===== config.mk =====
export PLATFORM = sky130hd
export DESIGN_NAME = tile_scheduler_flat
export DESIGN_NICKNAME = d
export VERILOG_FILES = /design/src/rtl/tile_scheduler_pkg.sv /design/src/rtl/tile_scheduler_if.sv /design/src/rtl/tile_scheduler_load_sequencer.sv /design/src/rtl/tile_scheduler.sv /design/src/flat_wrapper.sv
export SDC_FILE = /design/constraint.sdc
export NUM_CORES = 1
export LEC_CHECK = 0
export ABC_CLOCK_PERIOD_IN_PS = 4950
export BUFFER_PORTS_ARGS = -buffer_cell sky130_fd_sc_hd__buf_2
export CORE_ASPECT_RATIO = 1.4
export CORE_UTILIZATION = 45
export DETAILED_ROUTE_END_ITERATION = 16
export PLACE_DENSITY = 0.66
export REMOVE_ABC_BUFFERS = 1
export SLEW_MARGIN = 20
export SYNTH_ARGS = -nofsm -noshare
export SYNTH_HDL_FRONTEND = slang
export SYNTH_SLANG_ARGS = --single-unit
export TNS_END_PERCENT = 20

===== constraint.sdc =====
create_clock -name clk -period 4.95 [get_ports clk]
set_input_delay 0 -clock clk [delete_from_list [all_inputs] [get_ports clk]]
set_output_delay 0 -clock clk [all_outputs]
set_load 0.02 [all_outputs]

===== src/rtl/tile_scheduler_pkg.sv =====
// Shared state types and cycle-count helpers for the tile scheduler.
// SCHED_PERF_EN (optional stall counter) is handled in tile_scheduler and tile_scheduler_if.
package tpu_sched_pkg;

    typedef enum logic [1:0] {IDLE, FEED, DRAIN, DONE} compute_state_t;
    typedef enum logic [1:0] {EMPTY, FILLING, FULL} bank_state_t;

    localparam int DEFAULT_MATRIX_SIZE = 4;
    localparam int FEED_CYCLES  = DEFAULT_MATRIX_SIZE;
    localparam int DRAIN_CYCLES = 2 * DEFAULT_MATRIX_SIZE - 2;

    function automatic int feed_cycles(input int n);
        return n;
    endfunction

    function automatic int drain_cycles(input int n);
        return 2 * n - 2;
    endfunction

endpackage


===== src/rtl/tile_scheduler_if.sv =====
// Host load / array control bundle of tile_scheduler; stallCount exists only with SCHED_PERF_EN.
// master = host side (drives start/loadValid), slave = scheduler side.
interface tile_scheduler_if #(
    parameter int matrixSize = 4,
    parameter int countWidth = 16
);
    localparam int IDX_W = $clog2(matrixSize);

    logic                  start;
    logic                  loadValid;
    logic                  writeEnable;
    logic                  writeBuffer;
    logic [IDX_W-1:0]      writeRow;
    logic                  currentBuffer;
    logic                  readEnable;
    logic [IDX_W-1:0]      readIndex;
    logic [matrixSize-1:0] rowValid;
    logic                  accClear;
    logic                  done;
    logic [countWidth-1:0] tileCount;
`ifdef SCHED_PERF_EN
    logic [countWidth-1:0] stallCount;
`endif

    modport master (
        output start, loadValid,
        input  writeEnable, writeBuffer, writeRow, currentBuffer, readEnable,
               readIndex, rowValid, accClear, done, tileCount
`ifdef SCHED_PERF_EN
        , input stallCount
`endif
    );

    modport slave (
        input  start, loadValid,
        output writeEnable, writeBuffer, writeRow, currentBuffer, readEnable,
               readIndex, rowValid, accClear, done, tileCount
`ifdef SCHED_PERF_EN
        , output stallCount
`endif
    );

endinterface


===== src/rtl/tile_scheduler_load_sequencer.sv =====
// load_sequencer: tracks both operand banks and steers host row loads into the free one.
// Latency: a load is accepted in the cycle loadValid & writeEnable; bank state updates next cycle.
// Backpressure: writeEnable is low while the fill bank is FULL and for one bubble cycle after a fill.
module load_sequencer
    import tpu_sched_pkg::*;
#(
    parameter int matrixSize = 4
) (
    input  logic                          clk,
    input  logic                          reset,
    input  logic                          loadValid,
    input  logic                          releaseBank,
    input  logic                          releaseIdx,
    output logic                          writeEnable,
    output logic                          writeBuffer,
    output logic [$clog2(matrixSize)-1:0] writeRow,
    output logic [1:0]                    bankFull,
    output logic                          fillDone
);
    localparam int IDX_W = $clog2(matrixSize);
    localparam logic [IDX_W-1:0] LAST_ROW = IDX_W'(matrixSize - 1);

    bank_state_t bank     [2];
    bank_state_t bankNext [2];
    logic        accept;

    assign accept   = loadValid & writeEnable;
    assign fillDone = accept && (writeRow == LAST_ROW);
    assign bankFull = {bank[1] == FULL, bank[0] == FULL};

    // Accept and release always target different banks, so both apply in one cycle.
    always_comb begin
        bankNext = bank;
        if (accept) begin
            bankNext[writeBuffer] = fillDone ? FULL : FILLING;
        end
        if (releaseBank) begin
            bankNext[releaseIdx] = EMPTY;
        end
    end

    always_ff @(posedge clk) begin
        if (reset) begin
            bank[0]     <= EMPTY;
            bank[1]     <= EMPTY;
            writeBuffer <= 1'b0;
            writeRow    <= '0;
            writeEnable <= 1'b0;
        end else begin
            bank <= bankNext;
            if (accept) begin
                if (fillDone) begin
                    writeBuffer <= ~writeBuffer;
                    writeRow    <= '0;
                end else begin
                    writeRow <= writeRow + 1'b1;
                end
            end
            // Judged on the bank addressed this cycle, hence the bubble right after a fill.
            writeEnable <= (bankNext[writeBuffer] != FULL);
        end
    end

endmodule


===== src/rtl/tile_scheduler.sv =====
// tile_scheduler: launches FEED/DRAIN/DONE passes over full operand banks; SCHED_PERF_EN adds stallCount.
// Latency: FEED starts the cycle after a bank reads FULL (IDLE); done comes 3N-2 cycles after FEED starts.
// Backpressure: loads stall via writeEnable; start low holds off launches but never aborts a tile.
module tile_scheduler
    import tpu_sched_pkg::*;
#(
    parameter int matrixSize = 4,
    parameter int countWidth = 16
) (
    input  logic             clk,
    input  logic             reset,
    tile_scheduler_if.slave  bus
);
    localparam int N         = matrixSize;
    localparam int FEED_LEN  = feed_cycles(N);
    localparam int DRAIN_LEN = drain_cycles(N);
    localparam int CNT_W     = $clog2((DRAIN_LEN > FEED_LEN) ? DRAIN_LEN : FEED_LEN);
    localparam logic [CNT_W-1:0] FEED_LAST  = CNT_W'(FEED_LEN - 1);
    localparam logic [CNT_W-1:0] DRAIN_LAST = CNT_W'(DRAIN_LEN - 1);

    compute_state_t   state;
    logic [CNT_W-1:0] cnt;
    logic [1:0]       bankFull;
    logic             fillDone;
    logic             releaseBank;
    logic             otherReady;

    // The computed bank is handed back after its last FEED cycle so loading overlaps DRAIN.
    assign releaseBank = (state == FEED) && (cnt == FEED_LAST);
    assign otherReady  = bankFull[~bus.currentBuffer]
                       | (fillDone & (bus.writeBuffer == ~bus.currentBuffer));

    load_sequencer #(.matrixSize(N)) u_load (
        .clk         (clk),
        .reset       (reset),
        .loadValid   (bus.loadValid),
        .releaseBank (releaseBank),
        .releaseIdx  (bus.currentBuffer),
        .writeEnable (bus.writeEnable),
        .writeBuffer (bus.writeBuffer),
        .writeRow    (bus.writeRow),
        .bankFull    (bankFull),
        .fillDone    (fillDone)
    );

    always_ff @(posedge clk) begin
        if (reset) begin
            state             <= IDLE;
            cnt               <= '0;
            bus.currentBuffer <= 1'b0;
            bus.readEnable    <= 1'b0;
            bus.readIndex     <= '0;
            bus.rowValid      <= '0;
            bus.accClear      <= 1'b0;
            bus.done          <= 1'b0;
            bus.tileCount     <= '0;
        end else begin
            bus.accClear <= 1'b0;
            bus.done     <= 1'b0;
            bus.rowValid <= {bus.rowValid[N-2:0], 1'b0};
            case (state)
                IDLE: begin
                    if (bus.start && bankFull[bus.currentBuffer]) begin
                        state           <= FEED;
                        cnt             <= '0;
                        bus.readEnable  <= 1'b1;
                        bus.readIndex   <= '0;
                        bus.accClear    <= 1'b1;
                        bus.rowValid[0] <= 1'b1;
                    end
                end
                FEED: begin
                    if (cnt == FEED_LAST) begin
                        state          <= DRAIN;
                        cnt            <= '0;
                        bus.readEnable <= 1'b0;
                        bus.readIndex  <= '0;
                    end else begin
                        cnt             <= cnt + 1'b1;
                        bus.readIndex   <= bus.readIndex + 1'b1;
                        bus.rowValid[0] <= 1'b1;
                    end
                end
                DRAIN: begin
                    if (cnt == DRAIN_LAST) begin
                        state         <= DONE;
                        cnt           <= '0;
                        bus.done      <= 1'b1;
                        bus.tileCount <= bus.tileCount + 1'b1;
                    end else begin
                        cnt <= cnt + 1'b1;
                    end
                end
                DONE: begin
                    bus.currentBuffer <= ~bus.currentBuffer;
                    if (bus.start && otherReady) begin
                        state           <= FEED;
                        cnt             <= '0;
                        bus.readEnable  <= 1'b1;
                        bus.readIndex   <= '0;
                        bus.accClear    <= 1'b1;
                        bus.rowValid[0] <= 1'b1;
                    end else begin
                        state <= IDLE;
                    end
                end
                default: state <= IDLE;
            endcase
        end
    end

`ifdef SCHED_PERF_EN
    always_ff @(posedge clk) begin
        if (reset) begin
            bus.stallCount <= '0;
        end else if (state == IDLE && bus.start && !bankFull[bus.currentBuffer]
                     && bus.stallCount != '1) begin
            bus.stallCount <= bus.stallCount + 1'b1;
        end
    end
`endif

endmodule


===== src/flat_wrapper.sv =====
// flat-port wrapper written by rule: the top's interface ports become plain ports
module tile_scheduler_flat import tpu_sched_pkg::*;
#(
    parameter int matrixSize = 4,
    parameter int countWidth = 16
)
  (clk, reset, bus_start, bus_loadValid, bus_writeEnable, bus_writeBuffer, bus_writeRow, bus_currentBuffer, bus_readEnable, bus_readIndex, bus_rowValid, bus_accClear, bus_done, bus_tileCount);
  tile_scheduler_if #(.matrixSize(matrixSize), .countWidth(countWidth)) bus_i ();
  input  logic clk;
  input  logic reset;
  input wire logic [$bits(bus_i.start)-1:0] bus_start;
  input wire logic [$bits(bus_i.loadValid)-1:0] bus_loadValid;
  output wire logic [$bits(bus_i.writeEnable)-1:0] bus_writeEnable;
  output wire logic [$bits(bus_i.writeBuffer)-1:0] bus_writeBuffer;
  output wire logic [$bits(bus_i.writeRow)-1:0] bus_writeRow;
  output wire logic [$bits(bus_i.currentBuffer)-1:0] bus_currentBuffer;
  output wire logic [$bits(bus_i.readEnable)-1:0] bus_readEnable;
  output wire logic [$bits(bus_i.readIndex)-1:0] bus_readIndex;
  output wire logic [$bits(bus_i.rowValid)-1:0] bus_rowValid;
  output wire logic [$bits(bus_i.accClear)-1:0] bus_accClear;
  output wire logic [$bits(bus_i.done)-1:0] bus_done;
  output wire logic [$bits(bus_i.tileCount)-1:0] bus_tileCount;
  assign bus_i.start = bus_start;
  assign bus_i.loadValid = bus_loadValid;
  assign bus_writeEnable = bus_i.writeEnable;
  assign bus_writeBuffer = bus_i.writeBuffer;
  assign bus_writeRow = bus_i.writeRow;
  assign bus_currentBuffer = bus_i.currentBuffer;
  assign bus_readEnable = bus_i.readEnable;
  assign bus_readIndex = bus_i.readIndex;
  assign bus_rowValid = bus_i.rowValid;
  assign bus_accClear = bus_i.accClear;
  assign bus_done = bus_i.done;
  assign bus_tileCount = bus_i.tileCount;
  tile_scheduler #(.matrixSize(matrixSize), .countWidth(countWidth)) u_core (.clk(clk), .reset(reset), .bus(bus_i));
endmodule

==> results of run 1 <==
==> layout by cell type (no fill, tap or decap), types with 2 or more instances in the layout <==
cell type	instances
inv_1	10
o21ai_1	2
nand3b_1	4
o211ai_1	2
dfxtp_1	39
nand2_1	8
o21ai_0	5
bufinv_16	2
buf_2	33
or3_1	2
or4b_2	3
o2bb2ai_1	2
nor2b_1	8
nand4_1	3
nor3_1	8
mux2_2	2
nand3_1	9
o31ai_1	2
a211oi_1	3
nor4_1	2
xnor2_1	6
nand2b_1	4
nor2_1	21
a21oi_1	8
xor2_1	7
and3_1	3
or4_1	2
mux2i_1	8
clkbuf_8	5
a311oi_1	3
ha_1	11
==> Yosys cell counts (all sizes together), types with 3 or more instances <==
| cell type | count | area [um2] |
|---|---|---|
| nor2b | 8 | 50.1 |
| or3 | 3 | 20.0 |
| or4b | 3 | 30.0 |
| nand3b | 4 | 30.0 |
| nor3 | 8 | 40.0 |
| inv | 10 | 37.5 |
| and3 | 3 | 18.8 |
| clkbuf | 5 | 18.8 |
| nand3 | 10 | 62.6 |
| xnor2 | 6 | 52.6 |
| ha | 11 | 138 |
| nand4 | 3 | 18.8 |
| xor2 | 7 | 61.3 |
| buf | 4 | 25.0 |
| a21oi | 8 | 40.0 |
| nand2 | 8 | 30.0 |
| o21ai | 7 | 35.0 |
| nor2 | 21 | 78.8 |
| mux2i | 8 | 80.1 |
| a311oi | 3 | 26.3 |
| nand2b | 4 | 25.0 |
| a211oi | 3 | 22.5 |
| dfxtp | 39 | 781 |
==> worst max-delay path, cell delays in order, from the launching register on <==
cell	delay, ps
dfxtp_1	330
inv_1	140
ha_1	330
nand3_4	150
or3_1	450
nor4_1	300
mux2_2	360
==> area by class of cell <==
type	instances	area, um2
Clock inverter	2	60.1
Tap cell	43	53.8
Timing Repair Buffer	33	165
Clock buffer	6	72.6
Multi-Input combinational cell	154	1070
Inverter	10	37.5
Sequential cell	39	781
Fill cell	367	1780
==> where the power goes <==
group | leakage (nW) | switching (mW) | internal [mW]
Clock | 0.0654 | 0.111 | 0.201
Sequential | 0.315 | 0.00228 | 0.316
Combinational | 0.566 | 0.0168 | 0.00873
Total | 0.946 | 0.130 | 0.526
==> path summary, 6_finish.rpt <==
check,slack [ps],endpoint,cells after the start
hold reg to reg,460,u_core.bus.rowValid[3],1
hold / removal,20,u_core.u_load.writeRow[1],3
setup reg to reg,2780,u_core.bus.tileCount[15],6
setup / recovery,2780,u_core.bus.tileCount[15],6
==> sequential cells by signal (all words and copies together), names as in the netlist, 2 cells and up <==
signal,cells
u_core.cnt,3
u_core.state,2
u_core.u_load.bank,4
u_core.bus.readIndex,2
u_core.bus.tileCount,16
u_core.u_load.writeRow,2
u_core.bus.rowValid,4
==> cells by family (layout without fill, tap and decap cells) <==
logic type	count (synthesis)	after routing	synth area share
compound gates	33	33	0.113
xor+xnor	13	13	0.0588
fa+ha+maj	11	11	0.0711
buf+inv	19	51	0.0420
flops	39	39	0.403
mux	10	10	0.0530
simple gates	87	87	0.259
==> layer usage <==
layer,GRT usage,vias up,share of wire
li1,-,815,-
met1,0.225,746,0.47
met2,0.316,37,0.48
met3,0.0389,7,0.041
met4,0.0732,0,0.017
met5,0,-,0
==> metrics.txt, run 1 <==
final worst setup slack=2780 ps; Antenna Cells=0; worst slack, placed=2790 ps; hold_ws=19.9 ps; synth-to-layout area growth=15.9%; post-CTS sizing=0; syn avg cell area=9.14 um2; vias in the first global route=1,494; Reg clk slew, reported paths=80 ps; Post-synth EDFFs=0; drt wl/cell=13.3 um; fin nets=258; Max Cap Viol=0; # IOs=34; Vias/cell=5.59; failing checks=DRC; layout cells sized above 1=0.205; Max VDD drop=197 uV; sequential area share after synthesis=0.403; Layout Skew=6.13 ps; fin crit period=2170 ps; post-DP HPWL=2710 um; 1st-iter DRT viols=46; final setup fails=0; drt drc=3; drt first pass iters=10; antenna violations before repair=0; # port buffers=33; Crit Path Category=reg2reg; slew margin rel.=0.479; Vias=1,605; Critical Path End Type=register; root buf cell=clkbuf_8; die area=0.00457 mm2; row count=27; Synth Instances=212; Worst setup SP type=register; final worst path period share=0.439; worst path required time=5140 ps; hold path startpoint=bus_loadValid; Least-Margin Pin Slew=781 ps; ys async rst share=0; first-pass GRT wire length=6670 um; Critical Path Start=u_core.state[0]; Tot Pwr=0.657 mW; final instance area=0.00224 mm2; Setup TNS=0 ps; Leak=0.946 nW; Netlist cell types=47; largest net degree at the start of global routing=47; number of CTS-inserted buffers=5; Max Slew Vio Count=0; CTS tree=done; Fin. Hold Viols=0; height of the die=79.6 um; HP Class=in2reg; worst r2r src=u_core.state[0]; GRT Overall Usage=0.186; outcome=complete, but fails checks; Post-CTS Setup Bufs=0; CP Data Arrival Time=2360 ps; CP Max Fanout=7; hold_buf cts=0; Synth Cell Area=0.00194 mm2; Synth Flop Type=dfxtp_1; core area=0.00402 mm2; H-tree depth reported by CTS=2; P per Cell Area=292 mW/mm2; die width=57.4 um; number of synthesized register bits=39; clk buf depth=2; Cell Count, Final, Fillers Out=287; grt ovf=0; clk_lat worst skew=290 ps; final core utilization=0.558; Fmax=460 MHz; Starting Density=0.482; detailed-route wire length=3810 um; Placer Congestion=0.777; CTS Sinks=39; placed instance area=0.00211 mm2; post-route ant nets=0; Synth Warn #=0; RSZ-0062 raised after global routing=false; dpl cells=279
No activity file was read; power rests on OpenSTA's default activity.
==> run 2, diff against run 1 <==
--- a/config.mk
+++ b/config.mk
@@ -5,7 +5,7 @@
 export SDC_FILE = /design/constraint.sdc
 export NUM_CORES = 1
 export LEC_CHECK = 0
-export ABC_CLOCK_PERIOD_IN_PS = 4950
+export ABC_CLOCK_PERIOD_IN_PS = 2090
 export BUFFER_PORTS_ARGS = -buffer_cell sky130_fd_sc_hd__buf_2
 export CORE_ASPECT_RATIO = 1.4
 export CORE_UTILIZATION = 45
==> constraint.sdc (replaced) <==
create_clock -name clk -period 2.09 [get_ports clk]
set_input_delay 0 -clock clk [delete_from_list [all_inputs] [get_ports clk]]
set_output_delay 0 -clock clk [all_outputs]
set_load 0.02 [all_outputs]
==> metrics.txt, run 2 (synthesis results as in run 1) <==
outcome=complete, but fails checks; failing checks=DRC; hold_buf cts=0 (unchanged); layout cells sized above 1=0.228 (+0.0231); Critical Path End Type=register; biggest regs=u_core.bus.tileCount (16), u_core.bus.rowValid (4), u_core.u_load.bank (4); Max Cap Viol=0 (unchanged); worst slack, placed=139 ps (-2650 ps); P per Cell Area=587 mW/mm2 (+100%); final worst setup slack=162 ps (-2620 ps); fin crit period=1930 ps (-245 ps); Reg clk slew, reported paths=80 ps (about the same); grt ovf=0 (unchanged); Fillers=396 (+7.9%); root buf cell=clkbuf_8; Slowest-stage cell, CP=or3_1; critical path's largest stage delay=440 ps (about the same); WHS Path Cells=3 (unchanged); worst path required time=2270 ps (-2870 ps); register area=781 um2 (unchanged); post-DP HPWL=2880 um (+6.3%); die area=0.00457 mm2 (unchanged); CP Data Arrival Time=2110 ps (-250 ps); Worst setup SP type=register; clk_lat worst skew=290 ps (about the same); Least-Margin Pin Slew=475 ps (-306 ps); antenna violations before repair=0 (unchanged); synth-to-layout area growth=16.3%; drt wl/cell=13.1 um (-1.4%); Placer Congestion=0.828 (+6.6%); die width=57.4 um (unchanged); # port buffers=33 (unchanged); Setup TNS=0 ps (unchanged); Fin. Hold Viols=0 (unchanged); RSZ-0062 raised after global routing=false; worst path bufs/invs=0 (-1); dpl cells=286 (+2.5%); Layout Skew=7.82 ps (+1.68 ps); GRT Overall Usage=0.187 (+0.000739); CP Max Fanout=6 (-1); Antenna Cells=0 (unchanged); CTS Sinks=39 (unchanged); detailed-route wire length=3840 um (+0.68%); commonest cells after routing, fill and taps aside=dfxtp_1, buf_2, nor2_1; CTS tree=done; H-tree depth reported by CTS=2 (unchanged); drt drc=3 (unchanged); row count=27 (unchanged); Top reg by flops=u_core.bus.tileCount; vias in the first global route=1,538 (+2.9%); first-pass GRT wire length=6670 um (unchanged); post-route ant nets=0 (unchanged); R2R depth=5 (-1); 1st-iter DRT viols=86 (+87%); Max VDD drop=371 uV (+88%); Tot Pwr=1.32 mW (+100%); number of CTS-inserted buffers=5 (unchanged); commonest non-fill, non-tap cell in the layout=dfxtp_1; final setup fails=0 (unchanged); max reg flops=16 (unchanged); Vias/cell=5.53 (-1.2%); CP top delay family=simple AND/OR/NAND/NOR gates; # IOs=34 (unchanged); Crit Path Category=reg2reg; Cell Count, Final, Fillers Out=293 (+2.1%); Leak=0.962 nW (+1.7%); fin nets=265 (+2.7%); largest net degree at the start of global routing=30 (-36%); Starting Density=0.482 (unchanged); footprint of the multi-input gates=0.00107 mm2 (unchanged); Cell Chain, Critical Path=ha_1, nand3_4, or3_1, nor4_1, mux2_2; slew margin rel.=0.683 (+0.204); HP Class=in2reg; core area=0.00402 mm2 (unchanged); Vias=1,619 (+0.87%); height of the die=79.6 um (unchanged); drt first pass iters=10 (unchanged); Fmax=519 MHz (+13%); clk buf depth=2 (unchanged); Max Slew Vio Count=0 (unchanged); critical path depth=5 (-1); final worst path period share=0.922 (+0.483)
run 2: metrics by stage:
| step | utilization | hold slack, ps | cell area, um2 |
|---|---|---|---|
| final | 0.560 | 13.4 | 2250 |
| after global routing | 0.560 | 25.4 | 2250 |
| after CTS | 0.560 | 15.3 | 2250 |
| after detailed placement | 0.538 | 317 | 2160 |
| after global placement | 0.538 | 308 | 2160 |
| after floorplan | - | 69.1 | 1890 |
run 2: worst paths after layout:
kind         slack [ps]                         to                   start
max reg2reg         160   u_core.bus.tileCount[15]         u_core.state[1]
max                 160   u_core.bus.tileCount[15]         u_core.state[1]
min reg2reg         460     u_core.bus.rowValid[2]  u_core.bus.rowValid[1]
min                  10  u_core.u_load.writeRow[1]           bus_loadValid
run 2: where the power goes:
| group | switching (mW) | internal (mW) |
|---|---|---|
| clock network | 0.244 | 0.259 |
| registers | 0.00518 | 0.749 |
| logic | 0.0396 | 0.0244 |
| total | 0.289 | 1.03 |
run 2: layout make-up:
type | count | area share
inverter | 10 | 0.0167
clock buffer | 6 | 0.0367
multi-input combinational | 154 | 0.477
tap | 43 | 0.0239
clock inverter | 1 | 0.00222
timing repair buffer | 40 | 0.0967
sequential | 39 | 0.347
run 2: timing repair:
action / 4_1_cts / 5_1_grt
setup buffers: 0 / 0
gates resized for setup: 0 / 1
setup endpoints to repair: 0 / 1
run 2: routing by layer:
metal  vias up  share of wire  track usage
met5         -              0            0
met4         0          0.014       0.0683
met3         8          0.041       0.0486
met2        31           0.52        0.349
met1       749           0.42        0.195
li1        831              -            -
run 2: worst reg2reg max path, stage by stage, from the launching register on:
cell,delay [ps]
dfxtp_1,380
ha_1,250
nand3_4,80
or3_1,440
nor4_1,310
mux2_2,360
==> run 3, diff against run 2 <==
--- a/config.mk
+++ b/config.mk
@@ -8,9 +8,8 @@
 export ABC_CLOCK_PERIOD_IN_PS = 2090
 export BUFFER_PORTS_ARGS = -buffer_cell sky130_fd_sc_hd__buf_2
 export CORE_ASPECT_RATIO = 1.4
-export CORE_UTILIZATION = 45
+export CORE_UTILIZATION = 40
 export DETAILED_ROUTE_END_ITERATION = 16
-export PLACE_DENSITY = 0.66
 export REMOVE_ABC_BUFFERS = 1
 export SLEW_MARGIN = 20
 export SYNTH_ARGS = -nofsm -noshare
==> metrics.txt, run 3 (synthesis results as in run 1) <==
post-route ant nets=0 (unchanged); H-tree depth reported by CTS=2 (unchanged); GRT Overall Usage=0.171 (-0.0158); Hold EP=u_core.u_load.writeRow[1]; antenna violations before repair=0 (unchanged); Setup TNS=0 ps (unchanged); # IOs=34 (unchanged); HP Class=in2reg; max reg flops=16 (unchanged); Top reg by flops=u_core.bus.tileCount; NetSw=0.307 mW (+6.1%); Reg clk slew, reported paths=80 ps (about the same); height of the die=84.3 um (+5.9%); slew margin rel.=0.628 (-0.0553); P per Cell Area=630 mW/mm2 (+7.4%); outcome=complete, no violations; Flop pwr share=0.514 (-0.057); Antenna Cells=0 (unchanged); Critical Path End Type=register; vias in the first global route=1,532 (-0.39%); worst path required time=2270 ps (about the same); worst r2r src=u_core.state[0]; fin crit period=1950 ps (+26.4 ps); Max Cap Viol=0 (unchanged); CP Max Fanout=6 (unchanged); final setup fails=0 (unchanged); die area=0.00513 mm2 (+12%); Tot Pwr=1.47 mW (+11%); first-pass GRT wire length=6670 um (+0.11%); largest net degree at the start of global routing=34 (+13%); clk_lat worst skew=290 ps (about the same); core area=0.00461 mm2 (+15%); commonest non-fill, non-tap cell in the layout=dfxtp_1; detailed-route wire length=4000 um (+4.2%); final worst path period share=0.935 (+0.0126); Logic pwr share=0.044 (-0.004); # port buffers=33 (unchanged); Leak=0.986 nW (+2.5%); number of CTS-inserted buffers=5 (unchanged); drt first pass iters=4 (-6); Max VDD drop=326 uV (-12%); Fin. Hold Viols=0 (unchanged); Least-Margin Pin Slew=558 ps (+82.9 ps); biggest regs=u_core.bus.tileCount (16), u_core.bus.rowValid (4), u_core.u_load.bank (4); Layout Skew=6.98 ps (-0.838 ps); CP Data Arrival Time=2140 ps (+30 ps); Starting Density=0.420 (-0.0615); fin nets=267 (+0.75%); synth-to-layout area growth=20.2%; Vias/cell=5.22 (-5.6%); post-DP HPWL=2930 um (+1.9%); grt ovf=0 (unchanged); Worst setup SP type=register; die width=60.8 um (+5.9%); r2r endpoint=u_core.bus.tileCount[15]; Max Slew Vio Count=0 (unchanged); WHS Path Cells=3 (unchanged); CTS Sinks=39 (unchanged); row count=29 (+7.4%); R2R Setup Slk=140 ps (-30 ps); RSZ-0062 raised after global routing=false; Placer Congestion=0.778 (-6.1%); 1st-iter DRT viols=58 (-33%); hold_buf cts=0 (unchanged); Vias=1,643 (+1.5%); CTS tree=done; hold path startpoint=bus_loadValid; Crit Path Category=reg2reg; commonest cells after routing, fill and taps aside=dfxtp_1, buf_2, nor2_1; clk buf depth=2 (unchanged); Int Power=1.16 mW (+12%); switching share of power=0.209 (-0.00959); drt drc=0 (-3); layout cells sized above 1=0.241 (+0.0131); drt wl/cell=12.7 um (-3.1%); root buf cell=clkbuf_8; R2R depth=6 (+1); Clock power frac=0.442 (+0.061); Fmax=512 MHz (-1.4%)
==> run 3: repair_timing <==
action / in CTS / in global routing
gates resized for setup: 0 / 1
buffers inserted: 0 / 0
setup endpoints to repair: 0 / 1
==> run 3: power groups by stage <==
| stage | Combinational, mW | Clock (mW) | Sequential (mW) |
|---|---|---|---|
| floorplan | 0.0273 | 0 | 0.776 |
| global placement | 0.0655 | 0 | 0.772 |
| detailed placement | 0.0653 | 0 | 0.772 |
| CTS | 0.0658 | 0.667 | 0.754 |
| global route | 0.0714 | 0.699 | 0.755 |
| finish | 0.0644 | 0.648 | 0.754 |
==> run 3: worst max-delay path: stages, from the launching register on <==
cell and delay (ps):
dfxtp_1 330, inv_1 90, ha_1 240, nand3_4 80, or3_1 460, nor4_2 290, mux2_2 360
==> run 3: worst max-delay path by stage <==
| stage | start | to | slack (ps) |
|---|---|---|---|
| 4_1_cts | u_core.state[1] | u_core.bus.tileCount[15] | 90 |
| 6_report | u_core.state[0] | u_core.bus.tileCount[15] | 140 |
| 2_1_floorplan | u_core.state[0] | u_core.bus.tileCount[15] | 80 |
| 5_1_grt | u_core.state[0] | u_core.bus.tileCount[15] | 6 |
| 3_3_place_gp | u_core.state[1] | u_core.bus.tileCount[15] | 150 |
| 3_5_place_dp | u_core.state[1] | u_core.bus.tileCount[15] | 90 |
==> run 3: per-stage QoR <==
step / hold slack, ps / area [um2] / instances / setup WS (ps) / utilization
after global placement: 331 / 2200 / 307 / 148 / 0.478
after detailed placement: 332 / 2200 / 307 / 92.9 / 0.478
after global routing: 28.1 / 2330 / 315 / 5.65 / 0.505
final: 25.8 / 2330 / 315 / 136 / 0.505
after CTS: 19.1 / 2320 / 315 / 86.9 / 0.504
after floorplan: 69.1 / 1890 / 203 / 77.3 / -
==> run 3: cell type report <==
| cell class | count | area (um2) |
|---|---|---|
| flip-flops and latches | 39 | 781 |
| well taps | 62 | 77.6 |
| inverters | 10 | 37.5 |
| repair buffers | 42 | 233 |
| fillers | 495 | 2280 |
| multi-input cells | 154 | 1080 |
| clock inverters | 2 | 35.0 |
| clock buffers | 6 | 82.6 |
==> run 3: routing by layer <==
metal / wire length (um) / vias up / GRT usage
met5: 0 / - / 0
met4: 71 / 0 / 0.0744
met3: 147 / 6 / 0.0401
met2: 2050 / 33 / 0.307
met1: 1720 / 773 / 0.181
li1: - / 831 / -
